File: config.mk
export PLATFORM = sky130hd
export DESIGN_NAME = mem_port_arbiter
export DESIGN_NICKNAME = d
export VERILOG_FILES = /design/src/rtl/mem_port_arbiter.sv
export SDC_FILE = /design/constraint.sdc
export NUM_CORES = 1
export LEC_CHECK = 0
export CAP_MARGIN = 10
export CORE_ASPECT_RATIO = 0.75
export CORE_MARGIN = 2
export CORE_UTILIZATION = 37
export DETAILED_ROUTE_END_ITERATION = 10
export PLACE_DENSITY = 0.75
export SLEW_MARGIN = 20
export SYNTH_ARGS = -nofsm -noshare
export SYNTH_HDL_FRONTEND = slang
export SYNTH_SLANG_ARGS = --single-unit
File: constraint.sdc
create_clock -name clk -period 1.4 [get_ports clk]
set_input_delay 0.21 -clock clk [delete_from_list [all_inputs] [get_ports clk]]
set_output_delay 0.21 -clock clk [all_outputs]
set_load 0.05 [all_outputs]
File: src/rtl/mem_port_arbiter.sv
// Two-port arbiter in front of a single-port memory macro.
// Round-robin between instruction fetch and data, with a fixed number of
// wait states per access and a data-side lock for multi-beat sequences.
module mem_port_arbiter #(
   parameter int ADDR_WIDTH  = 16,
   parameter int DATA_WIDTH  = 8,
   parameter int WAIT_STATES = 1
) (
   input  logic                  clk,
   input  logic                  reset,
   input  logic                  f_req,
   input  logic [ADDR_WIDTH-1:0] f_addr,
   output logic                  f_done,
   input  logic                  d_req,
   input  logic                  d_we,
   input  logic                  d_lock,
   input  logic [ADDR_WIDTH-1:0] d_addr,
   input  logic [DATA_WIDTH-1:0] d_wdata,
   output logic                  d_done,
   output logic [DATA_WIDTH-1:0] rdata,
   output logic                  gnt_fetch,
   output logic                  gnt_data,
   output logic                  mem_cs,
   output logic                  mem_we,
   output logic [ADDR_WIDTH-1:0] mem_addr,
   output logic [DATA_WIDTH-1:0] mem_wdata,
   input  logic [DATA_WIDTH-1:0] mem_rdata
);

   localparam logic [1:0] ST_IDLE   = 2'd0;
   localparam logic [1:0] ST_ACCESS = 2'd1;
   localparam logic [1:0] ST_RESP   = 2'd2;

   logic [1:0] state;
   logic [2:0] wait_cnt;
   logic       lock_active;
   logic       last_data;   // 1 when the data port won the previous arbitration
   logic       win;
   logic       pick_data;

   // IDLE-cycle winner: a held lock beats round-robin, otherwise the
   // port that did not win last time gets priority when both ask.
   always_comb begin
      win       = f_req | d_req;
      pick_data = 1'b0;
      if (lock_active && d_req) begin
         pick_data = 1'b1;
      end else if (d_req && !f_req) begin
         pick_data = 1'b1;
      end else if (d_req && f_req) begin
         pick_data = !last_data;
      end
   end

   // Arbitration FSM, memory-side registers and response generation.
   always_ff @(posedge clk) begin
      if (!reset) begin
         state       <= ST_IDLE;
         wait_cnt    <= 3'd0;
         lock_active <= 1'b0;
         last_data   <= 1'b0;
         f_done      <= 1'b0;
         d_done      <= 1'b0;
         rdata       <= '0;
         gnt_fetch   <= 1'b0;
         gnt_data    <= 1'b0;
         mem_cs      <= 1'b0;
         mem_we      <= 1'b0;
         mem_addr    <= '0;
         mem_wdata   <= '0;
      end else begin
         case (state)
            ST_IDLE: begin
               // An abandoned lock is dropped here; the fetch branch below
               // may still win in this same cycle.
               if (lock_active && !d_req) begin
                  lock_active <= 1'b0;
               end
               if (win) begin
                  state     <= ST_ACCESS;
                  last_data <= pick_data;
                  mem_cs    <= 1'b1;
                  wait_cnt  <= 3'(WAIT_STATES);
                  gnt_data  <= pick_data;
                  gnt_fetch <= !pick_data;
                  if (pick_data) begin
                     mem_addr    <= d_addr;
                     mem_wdata   <= d_wdata;
                     mem_we      <= d_we;
                     lock_active <= d_lock;
                  end else begin
                     mem_addr <= f_addr;
                     mem_we   <= 1'b0;
                  end
               end
            end
            ST_ACCESS: begin
               if (wait_cnt == 3'd0) begin
                  if (!mem_we) begin
                     rdata <= mem_rdata;
                  end
                  mem_cs    <= 1'b0;
                  mem_we    <= 1'b0;
                  gnt_fetch <= 1'b0;
                  gnt_data  <= 1'b0;
                  f_done    <= gnt_fetch;
                  d_done    <= gnt_data;
                  state     <= ST_RESP;
               end else begin
                  wait_cnt <= wait_cnt - 3'd1;
               end
            end
            ST_RESP: begin
               f_done <= 1'b0;
               d_done <= 1'b0;
               state  <= ST_IDLE;
            end
            default: begin
               state <= ST_IDLE;
            end
         endcase
      end
   end

endmodule

Word-level counts from Yosys, hierarchy flattened
Index checks and enable logic that the tools add are counted.

Register bits: 45. Bits of input ports: 54. Output and inout bits: 38. Word-level logic and storage cells: 67.

$add $sub $neg: 1. Eq/ne operators: 5. Mux-type cells: 27. Bitwise gates (word level): 2. Reduce and logical (&&, ||, !) cells: 19.

Operators with widths (count): 16-bit two-way mux (1); 1-bit two-way mux (14); 1-bit one-hot mux with 2 select lines (6); 3-bit AND reduction (4); 3-bit two-way mux (2); 2-bit != test, second input constant (3); 3-bit one-hot mux with 2 select lines (1); 2-bit AND reduction (3); 1-bit logical AND (4); 1-bit logical NOT (4); 2-bit two-way mux (2); 2-bit one-hot mux with 2 select lines (1); 2-bit nonzero test (2); 3-bit logical NOT (1); 3-bit by 1-bit subtractor with 3-bit output, second input constant (1); 2-bit by 1-bit == test with 1-bit output, second input constant (1); 2-bit == test, second input constant (1); 2-bit logical NOT (1); 1-bit NOT (1); 1-bit bitwise OR (1).

Depth between registers and ports, before layout
Word-level depth: 7. Gate-level depth with buffers: 6. Gate-level depth less buffers: 5.

Least setup slack after synthesis
No wires, ideal clock.

Path type: flip-flop to flip-flop. Start: register mem_we. End: register rdata[0]. Setup time: 132 ps. Arrival time: 1164 ps. Data required time: 1268 ps. Setup slack: 103 ps. Cell stages (with the launch flop): 5. Path buffers: 1. Period minus slack after synthesis: 1297 ps. Path through: dfxtp_1 > clkbuf_1 > inv_1 > nand3_1 > a21oi_1.

Word-level cells in the longest chain between the ends: 2.

Ends and longest elaborated chain: start: declaration (line 24) `output logic mem_we,`; start signal: assignment (line 89) `mem_we <= d_we;`; 1-bit NOT (no source line); 3-bit AND reduction (no source line); end signal: assignment (line 100) `rdata <= mem_rdata;`; end: declaration (line 20) `output logic [DATA_WIDTH-1:0] rdata,`.

No other way between the ends. A chain may end at the register's enable or synchronous reset.

Worst setup path after layout
Start: register state[0]. End: register wait_cnt[0].

Word-level cells in the longest chain between the ends: 3.

Ends and longest elaborated chain: start: declaration (line 34) `logic [1:0] state;`; start signal: assignment (line 58) `state <= ST_IDLE;`; start signal: assignment (line 80) `state <= ST_ACCESS;`; start signal: assignment (line 108) `state <= ST_RESP;`; 2-bit by 1-bit == test with 1-bit output or 2-bit logical NOT (tied branches) (line 72) `case (state)`; 2-bit != test (no source line) or 2-bit nonzero test (tied branches); 3-bit AND reduction (no source line); end signal: assignment (line 83) `wait_cnt <= 3'(WAIT_STATES);`; end signal: assignment (line 110) `wait_cnt <= wait_cnt - 3'd1;`; end: declaration (line 35) `logic [2:0] wait_cnt;`.

Parallel ways exist; a longest one is shown, timed or not.

==> key figures <==
Critical path
  – Crit end category: register
  – Startpoint Class: register
  – R2r setup slk: 70 ps
  – CP required: 1650 ps
  – CP arrival: 1580 ps
  – Largest stage delay, worst path: 390 ps
  – Reg-to-Reg Start: state[0]$_SDFFE_PN0P_
  – Worst path slowest cell: dfxtp_1
  – Worst reg2reg path depth: 4
  – Crit-path cells: or2_1 > buf_4 > o221ai_1 > o311a_1
  – Critical Path Fanout Max: 9
  – Setup CP Type: register to register
  – Reg-to-reg critical path endpoint: wait_cnt[0]$_SDFFE_PN0P_

Die
  – Top Ports: 92
  – Placeable core area: 5350 um2
  – Die area: 6160 um2
  – Cell row count: 23
  – Height of the die: 68.5 um
  – Starting density of the core: 0.383
  – DIE WIDTH: 90.0 um

Drt
  – Via Count: 2,237
  – Initial drt markers: 112
  – First drt pass iteration count: 4
  – Vias per cell: 5.48
  – Drt drc: 0
  – Antenna viol nets, final: 0
  – Routed WL per cell: 15.3 um
  – Drt total wl: 6.24 mm

Timing
  – Period minus WS final: 1330 ps
  – Setup TNS: 0 ps
  – Fmax: 752 MHz
  – Unrepaired setup endpoints after global routing: yes
  – Crit share post-route: 0.949
  – Worst setup margin: 71.0 ps
  – Setup Skew: 1.73 ps
  – Final slew viol count: 0
  – Worst hold slack: 465 ps
  – Relative max-transition margin: 0.713
  – Final hold vios: 0
  – Final Setup Violations: 0
  – Worst Max-Slew Pin Slew: 429 ps

Synthesis
  – Syn Inst Count: 238
  – Post-Syn Nets: 294
  – Share of the synthesized area in the top cell type: 0.439
  – Post-synth EDFFs: 0
  – Commonest cells in the netlist: 45 x dfxtp_1, 34 x nand3_1, 29 x o21ai_0, 25 x a21oi_1
  – Ys async rst share: 0
  – Synthesized flop and latch total: 45
  – Syn. warnings: 0
  – Count leader, synth: dfxtp_1
  – Seq/Total Area, Yosys: 0.439
  – Top cells by area, synth: dfxtp_1 44%, nand3_1 8.3%, o21ai_0 7.1%
  – Top cell type by total area after synthesis: dfxtp_1
  – Most frequently used flop master after synthesis: dfxtp_1
  – Cell Area, Synth: 2050 um2
  – Post-synthesis cell type count: 36
  – Avg Inst Size Synth: 8.62 um2

Global route
  – First-pass GRT wire length: 10.6 mm
  – Initial antenna violation count: 0
  – GRT Overall Usage: 0.214
  – Grt ovf: 0
  – Vias in the first global route: 2,233
  – Largest net degree at the start of global routing: 38

Worst hold path
  – Hold crit path type: input pin to register
  – Hold depth: 3
  – Hold Path End: mem_wdata[5]$_SDFFE_PN0P_
  – Beginning of the worst hold path: d_wdata[5]

Placement
  – Placed Instance Area: 3480 um2
  – DP HPWL: 4.53 mm
  – Placed insts: 400
  – Worst slack at placement: -212 ps
  – RePlAce Congestion: 0.792
  – Port-buffer cells: 91

Layout
  – P&R area growth vs syn: 76.2%
  – Fillcell total: 418
  – Nets: 388
  – Non-Filler Instances: 408
  – Ratio of cells with drive above 1 in the final layout: 0.222
  – Util after Layout: 0.676
  – Ant. Diodes: 0
  – Post-route cell area: 3620 um2

Power and ir drop
  – Leak: 1.30 nW
  – Internal power: 2.71 mW
  – Switching Share: 0.328
  – Final Total Pwr: 4.03 mW
  – Reg power frac: 0.378
  – P_sw: 1.32 mW
  – Pwr dens: 1120 nW/um2
  – Power share of the combinational group: 0.369
  – Clock power frac: 0.253
  – Maximum vdd drop: 471 uV

Job
  – Max-cap viol count: 0

Clock network
  – Clock latency on the worst-skew pair: 300 ps
  – # clock sinks: 45
  – Clock Pin Slew Worst Setup and Hold Paths: 80 ps
  – Root buf cell: clkbuf_8
  – H-tree depth: 2
  – Maximum clock insertion buffer count: 2
  – Clock buffer count from CTS: 5
  – CTS tree: done

Run status
  – Status: finished, final reports clean
==> flip-flops by register name, indices dropped and copies added (netlist names) <==
| name | count |
|---|---|
| mem_addr | 16 |
| mem_wdata | 8 |
| rdata | 8 |
| wait_cnt | 3 |
| state | 2 |
| d_done | 1 |
| f_done | 1 |
| gnt_data | 1 |
| gnt_fetch | 1 |
| last_data | 1 |
| lock_active | 1 |
| mem_cs | 1 |
| mem_we | 1 |
==> layer usage <==
| metal | vias to the layer above | track usage | routed length [um] |
|---|---|---|---|
| met5 | - | 0 | 0 |
| met4 | 0 | 0.0654 | 47 |
| met3 | 6 | 0.0609 | 451 |
| met2 | 85 | 0.375 | 3080 |
| met1 | 1057 | 0.264 | 2660 |
| li1 | 1089 | - | - |
==> worst max-delay path by stage <==
stage	startpoint	endpoint	depth (start not counted)
2_1_floorplan	mem_we$_SDFFE_PN0P_	rdata[0]$_SDFFE_PN0P_	4
3_3_place_gp	d_req	mem_wdata[2]$_SDFFE_PN0P_	4
3_5_place_dp	d_req	wait_cnt[0]$_SDFFE_PN0P_	6
4_1_cts	wait_cnt[0]$_SDFFE_PN0P_	wait_cnt[0]$_SDFFE_PN0P_	5
5_1_grt	wait_cnt[0]$_SDFFE_PN0P_	rdata[6]$_SDFFE_PN0P_	6
6_report	state[0]$_SDFFE_PN0P_	wait_cnt[0]$_SDFFE_PN0P_	4
==> cells by family after synthesis <==
kind of cell,share of synthesized area
AO/OA/AOI/OAI,0.300
adder cells (fa/ha/maj),0.0122
buffers and inverters,0.0811
flip-flops,0.439
AND/OR/NAND/NOR,0.168
==> repair_timing <==
action / 4_1_cts / 5_1_grt
hold endpoints to repair: 0 / 0
gates resized for setup: 0 / 12
setup endpoints to repair: 0 / 17
buffers inserted: 0 / 0
hold buffers: 0 / 0
==> layout by cell type (no fill, tap or decap), types with 6 or more instances in the layout <==
cell type / synthesis / routed
a21oi_1: 25 / 25
nand3_1: 34 / 34
dfxtp_1: 45 / 45
o21ai_0: 29 / 23
o2111ai_1: 16 / 16
a31oi_1: 16 / 16
clkdlybuf4s50_1: 0 / 53
buf_12: 0 / 40
clkbuf_8: 0 / 6
o21ai_1: 6 / 12
buf_4: 3 / 18
==> area by class of cell <==
| cell class | instances | area, um2 | area share |
|---|---|---|---|
| flip-flops and latches | 45 | 901 | 0.249 |
| clock inverters | 1 | 30.0 | 0.00830 |
| inverters | 6 | 22.5 | 0.00623 |
| well taps | 75 | 93.8 | 0.0260 |
| multi-input cells | 161 | 993 | 0.275 |
| repair buffers | 113 | 1490 | 0.412 |
| clock buffers | 7 | 86.3 | 0.0239 |
==> power groups by stage <==
| stage | clock network, mW | logic [mW] | registers [mW] |
|---|---|---|---|
| 2_1_floorplan | 0 | 0.454 | 1.81 |
| 3_3_place_gp | 0 | 1.44 | 1.55 |
| 3_5_place_dp | 0 | 1.47 | 1.55 |
| 4_1_cts | 1.03 | 1.48 | 1.52 |
| 5_1_grt | 1.07 | 1.58 | 1.54 |
| 6_report | 1.02 | 1.49 | 1.52 |
==> critical path, delay by kind of cell (launching register included) <==
kind | cells | cell delay, ps
AND/OR/NAND/NOR | 1 | 290
flip-flops | 1 | 390
AO/OA/AOI/OAI | 2 | 420
buffers and inverters | 1 | 190
(Power assumes the default switching activity.)
